$ cat src/rtl/regfile_write_arbiter_pkg.sv
// Shared types and defaults for the register-file write arbiter.
// Widths, requester ids and the holding-buffer entry layout.
package regarb_pkg;

  localparam int DEF_DATA_W = 32;
  localparam int DEF_ADDR_W = 4;
  localparam int DEF_PC_REG = 15;

  typedef enum logic {
    REQ_ALU = 1'b0,
    REQ_MEM = 1'b1
  } req_e;

  typedef struct packed {
    logic                  full;
    logic [DEF_ADDR_W-1:0] dest;
    logic [DEF_DATA_W-1:0] data;
    logic                  age;
  } buf_entry_t;

endpackage

$ cat src/rtl/regfile_write_arbiter_if.sv
// Writeback request channel: valid/ready handshake with dest and data.
// master drives the request, slave returns ready.
interface regfile_write_arbiter_if
  import regarb_pkg::*;
#(
  parameter int DATA_W = DEF_DATA_W,
  parameter int ADDR_W = DEF_ADDR_W
);

  logic              valid;
  logic              ready;
  logic [ADDR_W-1:0] dest;
  logic [DATA_W-1:0] data;

  modport master (
    output valid,
    output dest,
    output data,
    input  ready
  );

  modport slave (
    input  valid,
    input  dest,
    input  data,
    output ready
  );

endinterface

$ cat src/rtl/regfile_write_arbiter_wb_hold_buf.sv
// One-entry writeback holding buffer with pass-through ready.
// A grant frees the slot in the same cycle a new request lands.
module wb_hold_buf
  import regarb_pkg::*;
(
  input  logic       clk,
  input  logic       reset,
  regfile_write_arbiter_if.slave req,
  input  logic       grant,
  input  logic       age_new,
  input  logic       age_clr,
  output buf_entry_t entry
);

  logic accept;

  assign req.ready = !entry.full || grant;
  assign accept    = req.valid && req.ready;

  always_ff @(posedge clk) begin
    if (!reset) begin
      entry <= '0;
    end else if (accept) begin
      entry.full <= 1'b1;
      entry.dest <= req.dest;
      entry.data <= req.data;
      entry.age  <= age_new;
    end else if (grant) begin
      entry.full <= 1'b0;
      entry.age  <= 1'b0;
    end else if (age_clr) begin
      entry.age  <= 1'b0;
    end
  end

endmodule

$ cat src/rtl/regfile_write_arbiter.sv
// Arbitrates ALU and load writebacks onto the single regfile write port.
// REGARB_FIXED_PRIO_EN: different-dest conflicts always favour mem.
module regfile_write_arbiter
  import regarb_pkg::*;
#(
  parameter int DATA_W = DEF_DATA_W,
  parameter int ADDR_W = DEF_ADDR_W,
  parameter int PC_REG = DEF_PC_REG
) (
  input  logic                 clk,
  input  logic                 reset,
  regfile_write_arbiter_if.slave alu,
  regfile_write_arbiter_if.slave mem,
  output logic                 writeEnable,
  output logic [ADDR_W-1:0]    writeDestination,
  output logic [DATA_W-1:0]    writeData,
  output logic                 pcWrite,
  output logic [DATA_W-1:0]    pcData,
  output logic [2**ADDR_W-1:0] busy
);

  localparam logic [ADDR_W-1:0] PC_IDX = ADDR_W'(PC_REG);

  buf_entry_t alu_e;
  buf_entry_t mem_e;
  buf_entry_t sel;
  logic       gnt_alu;
  logic       gnt_mem;
  logic       any_gnt;
  logic       to_pc;
  logic       age_alu;
  logic       age_mem;
  logic       alu_older;
  logic       same_dest;

`ifndef REGARB_FIXED_PRIO_EN
  req_e       last;
`endif

  // age=1 marks the younger entry: it landed while the other stayed put
  assign age_alu   = mem_e.full && !gnt_mem;
  assign age_mem   = alu_e.full && !gnt_alu;
  assign alu_older = mem_e.age && !alu_e.age;
  assign same_dest = alu_e.dest == mem_e.dest;

  wb_hold_buf u_alu_buf (
    .clk     (clk),
    .reset   (reset),
    .req     (alu),
    .grant   (gnt_alu),
    .age_new (age_alu),
    .age_clr (gnt_mem),
    .entry   (alu_e)
  );

  wb_hold_buf u_mem_buf (
    .clk     (clk),
    .reset   (reset),
    .req     (mem),
    .grant   (gnt_mem),
    .age_new (age_mem),
    .age_clr (gnt_alu),
    .entry   (mem_e)
  );

  always_comb begin
    gnt_alu = 1'b0;
    gnt_mem = 1'b0;
    unique case (1'b1)
      (alu_e.full && !mem_e.full): gnt_alu = 1'b1;
      (mem_e.full && !alu_e.full): gnt_mem = 1'b1;
      (alu_e.full && mem_e.full && same_dest): begin
        gnt_alu = alu_older;
        gnt_mem = !alu_older;
      end
      (alu_e.full && mem_e.full && !same_dest): begin
`ifdef REGARB_FIXED_PRIO_EN
        gnt_mem = 1'b1;
`else
        gnt_alu = last == REQ_MEM;
        gnt_mem = last == REQ_ALU;
`endif
      end
      default: ;
    endcase
  end

  assign any_gnt = gnt_alu || gnt_mem;
  assign sel     = gnt_mem ? mem_e : alu_e;
  assign to_pc   = sel.dest == PC_IDX;

  always_ff @(posedge clk) begin
    if (!reset) begin
      writeEnable      <= 1'b0;
      pcWrite          <= 1'b0;
      writeDestination <= '0;
      writeData        <= '0;
      pcData           <= '0;
`ifndef REGARB_FIXED_PRIO_EN
      last             <= REQ_MEM;
`endif
    end else begin
      writeEnable <= any_gnt && !to_pc;
      pcWrite     <= any_gnt && to_pc;
      if (any_gnt) begin
        writeDestination <= sel.dest;
        writeData        <= sel.data;
`ifndef REGARB_FIXED_PRIO_EN
        last             <= gnt_mem ? REQ_MEM : REQ_ALU;
`endif
      end
      if (any_gnt && to_pc) begin
        pcData <= sel.data;
      end
    end
  end

  always_comb begin
    busy = '0;
    if (alu_e.full) busy[alu_e.dest] = 1'b1;
    if (mem_e.full) busy[mem_e.dest] = 1'b1;
    if (writeEnable || pcWrite) busy[writeDestination] = 1'b1;
  end

endmodule

$ cat src/flat_wrapper.sv
// flat-port wrapper written by rule: the top's interface ports become plain ports
module regfile_write_arbiter_flat import regarb_pkg::*;
#(
  parameter int DATA_W = DEF_DATA_W,
  parameter int ADDR_W = DEF_ADDR_W,
  parameter int PC_REG = DEF_PC_REG
)
  (clk, reset, writeEnable, writeDestination, writeData, pcWrite, pcData, busy, alu_valid, alu_dest, alu_data, alu_ready, mem_valid, mem_dest, mem_data, mem_ready);
  regfile_write_arbiter_if #(.DATA_W(DATA_W), .ADDR_W(ADDR_W)) alu_i ();
  regfile_write_arbiter_if #(.DATA_W(DATA_W), .ADDR_W(ADDR_W)) mem_i ();
  input  logic clk;
  input  logic reset;
  output logic writeEnable;
  output logic [ADDR_W-1:0] writeDestination;
  output logic [DATA_W-1:0] writeData;
  output logic pcWrite;
  output logic [DATA_W-1:0] pcData;
  output logic [2**ADDR_W-1:0] busy;
  input wire logic [$bits(alu_i.valid)-1:0] alu_valid;
  input wire logic [$bits(alu_i.dest)-1:0] alu_dest;
  input wire logic [$bits(alu_i.data)-1:0] alu_data;
  output wire logic [$bits(alu_i.ready)-1:0] alu_ready;
  input wire logic [$bits(mem_i.valid)-1:0] mem_valid;
  input wire logic [$bits(mem_i.dest)-1:0] mem_dest;
  input wire logic [$bits(mem_i.data)-1:0] mem_data;
  output wire logic [$bits(mem_i.ready)-1:0] mem_ready;
  assign alu_i.valid = alu_valid;
  assign alu_i.dest = alu_dest;
  assign alu_i.data = alu_data;
  assign alu_ready = alu_i.ready;
  assign mem_i.valid = mem_valid;
  assign mem_i.dest = mem_dest;
  assign mem_i.data = mem_data;
  assign mem_ready = mem_i.ready;
  regfile_write_arbiter #(.DATA_W(DATA_W), .ADDR_W(ADDR_W), .PC_REG(PC_REG)) u_core (.clk(clk), .reset(reset), .alu(alu_i), .mem(mem_i), .writeEnable(writeEnable), .writeDestination(writeDestination), .writeData(writeData), .pcWrite(pcWrite), .pcData(pcData), .busy(busy));
endmodule
$ cat config.mk
export PLATFORM = sky130hd
export DESIGN_NAME = regfile_write_arbiter_flat
export DESIGN_NICKNAME = d
export VERILOG_FILES = /design/src/rtl/regfile_write_arbiter_pkg.sv /design/src/rtl/regfile_write_arbiter_if.sv /design/src/rtl/regfile_write_arbiter_wb_hold_buf.sv /design/src/rtl/regfile_write_arbiter.sv /design/src/flat_wrapper.sv
export SDC_FILE = /design/constraint.sdc
export NUM_CORES = 1
export LEC_CHECK = 0
export BUFFER_PORTS_ARGS = -buffer_cell sky130_fd_sc_hd__buf_4
export CORE_UTILIZATION = 48
export DETAILED_ROUTE_END_ITERATION = 6
export GPL_ROUTABILITY_DRIVEN = 0
export GPL_TIMING_DRIVEN = 0
export PLACE_DENSITY = 0.74
export RECOVER_POWER = 25
export SETUP_SLACK_MARGIN = 0.2
export SYNTH_ARGS = -nofsm -noshare
export SYNTH_HDL_FRONTEND = slang
export SYNTH_SLANG_ARGS = --single-unit
$ cat constraint.sdc
create_clock -name clk -period 2.33 [get_ports clk]
set_input_delay 0.233 -clock clk [delete_from_list [all_inputs] [get_ports clk]]
set_output_delay 0.233 -clock clk [all_outputs]
set_load 0.02 [all_outputs]
==> flow_summary_export.csv, run 1 <==
group,metric,value,unit
run_status,status,"complete, but fails checks",
run_status,violations,"negative setup slack",
synth,yosys.area_share.simple,22.6,%
routing,drc,0,
synth,synth.area.mux_share,11.2,%
timing,setup_tns,-12.28,ns
synth,synth-seq-cells,147,
synth,syn-instance-count,744,
synth,synth_most_common_cell,"nand2_1",
grt,grt_antenna_before_repair,0,
critical_path,crit_top_cell,"buf_6",
cts,cts_tree,"built",
synth,synthTopCellsByArea,"dfxtp_1, nand2_1, mux2i_1",
timing,finalSetupViolCount,136,
routing,vias,6806,
critical_path,critPathSlowestCell,"or4_4",
die,rows,42,
synth,syn_area_per_cell,8.85,um2
power,power,6.65,mW
critical_path,critPathArrivalTime,2.26,ns
routing,drt-vias-per-instance,5.87,
die,dieArea,14200,um2
routing,drtIter0Drc,657,
cts,clockBufferDepth,2,
power,ir_worst_vdd,0.641,mV
critical_path,cp_max_fo,2,
grt,grt_util_all_layers,31.0,%
timing,rsz0062_at_grt,"true",
critical_path,cpPeakStageDelay,0.54,ns
synth,synth-edff-count,0,
die,initial_utilization,49.5,%
min_path,hold_path_startpoint,"alu_data[21]",
grt,grt_start_max_net_pins,17,
synth,synth_compound_area_share,14.4,%
timing,period_share,107,%
synth,synth_cell_types,41,
cts,clk_latency,0.43,ns
die,die_y,119,um
cts,h-tree-depth,4,
die,die_w,119,um
power,power.density,689,nW/um2
cells_and_area,layout.cells.non_filler,1160,
timing,min_period,2.50,ns
cells_and_area,syn2layout_area_growth,46.5,%
routing,wirelength,22600,um
die,coreArea,13300,um2
cells_and_area,antenna_cells,0,
synth,yosysTopAreaCellShare,44.7,%
critical_path,crit_start,"u_core.u_mem_buf.entry[33]",
cells_and_area,nNetsFinal,1048,
grt,grt_pass1_vias,6400,
synth,synth_top_family_by_area,"simple AND/OR/NAND/NOR gates",
timing,setup_slack,-0.166,ns
critical_path,path_class,"reg2out",
timing,max_slew.worst_pin.slew,0.694,ns
timing,hold_viol,0,
synth,async_flop_share,0,%
critical_path,reg2reg_from,"u_core.u_mem_buf.entry[33]",
synth,ys_warn_count,0,
critical_path,worstPathRequired,2.10,ns
cts,clock_sinks,147,
cts,cts-root-buf,"clkbuf_16",
synth,netlist_area,6590,um2
die,num_io_pins,164,
synth,yosys-top-cells-count,"nand2_1, dfxtp_1, mux2i_1",
place,dp.cells,1082,
timing,fmax,0.401,GHz
critical_path,cpLargestDelayFamily,"simple AND/OR/NAND/NOR gates",
power,p_leak,4.21,nW
timing,slew_violations,0,
synth,synth_xor_area_share,0.646,%
critical_path,path_cells,"buf_6 > xor2_4 > or4_4 > mux2_4 > or2_4 > buf_6",
grt,grt-ovfl-total,0,
cts,numCtsBuffers,17,
cells_and_area,final_util,72.6,%
timing,finalClockSkew,0.00936,ns
place,hpwl,14000,um
synth,syn_nets,820,
critical_path,start_kind,"flop",
synth,yosysSeqAreaShare,44.7,%
synth,synth_fa_ha_area_share,0,%
place,numPortBuffers,162,
min_path,hp-class,"in2reg",
routing,detail-route-antenna-nets,0,
cts,clkTransAtPathRegs,0.06,ns
critical_path,end_kind,"output pin",
synth,synth-main-ff-cell,"dfxtp_1",
run,cap_viol_max_count,0,
timing,relSlewSlack,53.7,%
critical_path,path_buf_inv,2,
cts,cts_hold_buf,0,
grt,grt_pass1_wl,33900,um
synth,yosysTopAreaCell,"dfxtp_1",
routing,post_drt_wl_per_cell,19.5,um
routing,first_pass_iters,5,
cells_and_area,drive_above_1_share,29.9,%
## registers in the layout (all words and copies together) (netlist names)
name,flops
u_core.last,1
u_core.writeEnable,1
u_core.u_alu_buf.entry,38
u_core.u_mem_buf.entry,38
u_core.writeDestination,4
u_core.writeData,32
u_core.pcData,32
u_core.pcWrite,1
## cell type report
class	count	area (um2)
buffer	68	531
fill	1003	3640
clock buffer	23	468
timing repair buffer	208	1800
clock inverter	8	151
sequential	147	2950
multi-input combinational	523	3510
inverter	7	26.3
tap	176	220
## logic make-up after synthesis
| logic type | Yosys count |
|---|---|
| AND/OR/NAND/NOR | 337 |
| flip-flops | 147 |
| buffers and inverters | 75 |
| multiplexers | 73 |
| XOR/XNOR | 4 |
| AO/OA/AOI/OAI | 108 |
## power by group
| group | internal, mW | switching [mW] | leakage [nW] |
|---|---|---|---|
| combinational | 0.487 | 0.529 | 2.71 |
| clock | 1.85 | 1.05 | 0.301 |
| sequential | 2.64 | 0.0997 | 1.20 |
| total | 4.97 | 1.68 | 4.21 |
## metal layers
layer	wire [um]	global-route usage, %	vias to the layer above
met5	0	0	-
met4	546	11.3	0
met3	1700	6.75	53
met2	10800	49.9	380
met1	9610	40.6	3262
li1	-	-	3111
## worst paths after layout
| path | to | slack [ns] | cells past startpoint |
|---|---|---|---|
| hold reg to reg | u_core.u_alu_buf.entry[0] | 0.47 | 2 |
| hold / removal | u_core.u_alu_buf.entry[22] | 0.05 | 3 |
| setup / recovery | alu_ready | -0.17 | 6 |
| setup reg to reg | u_core.writeData[18] | -0.15 | 10 |
## through the flow
stage	area (um2)	setup slack, ns	hold slack [ns]
2_1_floorplan	6600	0.142	0.372
3_3_place_gp	8040	-0.197	0.461
3_5_place_dp	8040	-0.220	0.466
4_1_cts	9470	-0.144	0.0520
5_1_grt	9650	-0.201	0.0577
6_report	9650	-0.166	0.0543
## what timing repair did
| action | CTS | global route |
|---|---|---|
| gates cloned | 12 | 1 |
| pin swaps | 24 | 4 |
| setup endpoints to repair | 154 | 156 |
| resized for setup | 102 | 22 |
| setup buffers | 22 | 12 |
| endpoints found under the hold margin | 0 | 0 |
## cells in the final DEF, fill, tap and decap left out, drive strengths merged, types with 2 or more instances in the layout
cell type / instances
and3: 39
dfxtp: 147
nand3: 41
a22oi: 2
clkbuf: 89
o21ai: 10
nand3b: 2
buf: 210
inv: 7
mux2i: 72
or2: 2
a32oi: 2
nor2: 12
nand2: 219
nand4: 4
a221o: 36
bufinv: 4
clkinv: 4
nand2b: 5
nor2b: 4
o41ai: 2
o211ai: 4
a21oi: 7
o221ai: 41
nor3: 5
xor2: 4
## worst register-to-register path: stages, from the launching register on
cell and delay, ns:
dfxtp_2 0.32, buf_6 0.12, xor2_4 0.15, or4_4 0.54, buf_6 0.14, buf_6 0.11, o311ai_4 0.27, buf_6 0.17
nor2_4 0.07, buf_6 0.16, a221o_1 0.31
No activity file was read; power rests on OpenSTA's default activity.
==> run 2: changes to the inputs <==
--- a/config.mk
+++ b/config.mk
@@ -10,7 +10,7 @@
 export DETAILED_ROUTE_END_ITERATION = 6
 export GPL_ROUTABILITY_DRIVEN = 0
 export GPL_TIMING_DRIVEN = 0
-export PLACE_DENSITY = 0.74
+export PLACE_DENSITY = 0.73
 export RECOVER_POWER = 25
 export SETUP_SLACK_MARGIN = 0.2
 export SYNTH_ARGS = -nofsm -noshare
==> run 2 against run 1 <==
  * The run still ends with negative setup slack left
  * Critical path depth increased by 3
  * Worst hold slack improved by 0.0037 ns
  * Fmax decreased by 2.3%
  * Total power decreased by 2.6%
  * Clock-buffer cell count decreased by 4
  * Clock skew decreased by 0.00079 ns
  * Sequential share of layout area about the same
  * Die area unchanged
  * Via count increased by 0.73%
==> flow_summary_export.csv, run 2 (synthesized netlist as in run 1, its figures left out) <==
group,metric,value,unit
run_status,status,"complete, but fails checks",
run_status,violations,"negative setup slack",
critical_path,worstPathRequired,2.63,ns
routing,drtIter0Drc,704,
die,num_io_pins,164,
cells_and_area,reg_top3,"u_core.u_alu_buf.entry: 38 flops, u_core.u_mem_buf.entry: 38 flops",
grt,grt_antenna_before_repair,0,
cells_and_area,nNetsFinal,1050,
critical_path,cpPeakStageDelay,0.55,ns
cells_and_area,syn2layout_area_growth,46.3,%
routing,detail-route-antenna-nets,0,
timing,min_period,2.56,ns
critical_path,end_kind,"flop",
timing,period_share,110,%
cells_and_area,final_cell_mix,"nand2_1, buf_4, dfxtp_1",
cts,h-tree-depth,4,
cts,cts-root-buf,"clkbuf_16",
timing,fmax,0.391,GHz
cts,clk_latency,0.42,ns
critical_path,path_class,"reg2reg",
run,cap_viol_max_count,0,
min_path,hp-class,"in2reg",
grt,grt_start_max_net_pins,17,
routing,vias,6856,
place,dpl_worst_slack,-0.280,ns
timing,slew_violations,0,
timing,setup_tns,-13.45,ns
critical_path,crit_top_cell,"buf_4",
cells_and_area,layout.cells.non_filler,1160,
cells_and_area,layout_commonest_cell,"nand2_1",
timing,rsz0062_at_grt,"true",
timing,setup_slack,-0.225,ns
cts,clkTransAtPathRegs,0.06,ns
critical_path,critPathArrivalTime,2.86,ns
place,hpwl,14400,um
grt,grt_util_all_layers,30.7,%
power,power.density,672,nW/um2
critical_path,path_buf_inv,4,
critical_path,cpLargestDelayFamily,"simple AND/OR/NAND/NOR gates",
power,power,6.48,mW
cells_and_area,antenna_cells,0,
cells_and_area,drive_above_1_share,31.4,%
cts,clockBufferDepth,2,
power,p_leak,4.20,nW
die,coreArea,13300,um2
cts,clock_sinks,147,
timing,hold_ws,0.0580,ns
timing,max_slew.worst_pin.slew,0.671,ns
routing,first_pass_iters,5,
die,dieArea,14200,um2
die,rows,42,
routing,post_drt_wl_per_cell,19.7,um
routing,drt-vias-per-instance,5.91,
power,ir_worst_vdd,0.597,mV
grt,grt_pass1_wl,33700,um
die,die_w,119,um
die,die_y,119,um
timing,hold_viol,0,
critical_path,cp_max_fo,7,
die,initial_utilization,49.5,%
timing,finalClockSkew,0.00857,ns
cts,numCtsBuffers,17,
critical_path,regToRegSetupSlack,-0.23,ns
place,numPortBuffers,162,
routing,wirelength,22800,um
critical_path,start_kind,"flop",
place,dp.cells,1082,
grt,grt_pass1_vias,6573,
timing,finalSetupViolCount,142,
critical_path,critPathSlowestCell,"or4_4",
cts,cts_tree,"built",
critical_path,path_cells,"buf_6 > xor2_4 > or4_4 > buf_4 > buf_4 > o211ai_4 > nor2_4 > clkbuf_16 > a221o_1",
grt,grt-ovfl-total,0,
routing,drc,0,
timing,relSlewSlack,55.3,%
## run 2: changes by cell type in the layout (fill, tap and decap cells not counted), sizes merged
cell	delta
bufinv	-1
clkbuf	-3
buf	+1
clkinvlp	+3
## run 2: routing by layer
layer,GRT usage (%),share of wire [%],up-vias
met2,50.5,48,397
met3,6.42,7.9,69
met5,0,0,-
met1,38.0,41,3261
li1,-,-,3129
met4,14.8,3.3,0
## run 2: report_power, final
group,switching [mW],total [mW],internal (mW)
clock network,1.05,2.74,1.69
logic,0.527,1.00,0.475
registers,0.103,2.74,2.64
## run 2: worst reg2reg max path: stages, from the launching register on
cell and delay [ns]:
dfxtp_2 0.31, buf_6 0.13, xor2_4 0.16, or4_4 0.56, buf_4 0.16, buf_4 0.14
o211ai_4 0.28, nor2_4 0.16, clkbuf_16 0.20, a221o_1 0.35
## run 2: worst paths after layout
check                             startpoint                         end  depth (start not counted)
hold reg to reg   u_core.u_alu_buf.entry[10]  u_core.u_alu_buf.entry[10]                          2
setup reg to reg  u_core.u_mem_buf.entry[33]        u_core.writeData[24]                          9
hold / removal                  mem_data[19]  u_core.u_mem_buf.entry[20]                          3
setup / recovery  u_core.u_mem_buf.entry[33]        u_core.writeData[24]                          9
## run 2: layout make-up
type / instances / area [um2]
timing repair buffer: 210 / 1750
buffer: 68 / 561
fill: 992 / 3660
inverter: 7 / 26.3
multi-input combinational: 523 / 3560
clock buffer: 19 / 443
clock inverter: 10 / 136
tap: 176 / 220
sequential: 147 / 2950
## run 2: stage by stage
stage | area (um2) | utilization [%]
after global routing | 9640 | 72.5
after detailed placement | 8040 | 60.5
after floorplan | 6600 | -
after global placement | 8040 | 60.5
after CTS | 9220 | 69.3
final | 9640 | 72.5
## run 2: timing repair
item,in CTS,in global routing
pin swaps,4,22
hold endpoints to repair,0,0
hold buffers,0,0
buffers inserted,23,15
gates resized for setup,64,73
endpoints found under the setup margin,153,161
gates cloned,7,4
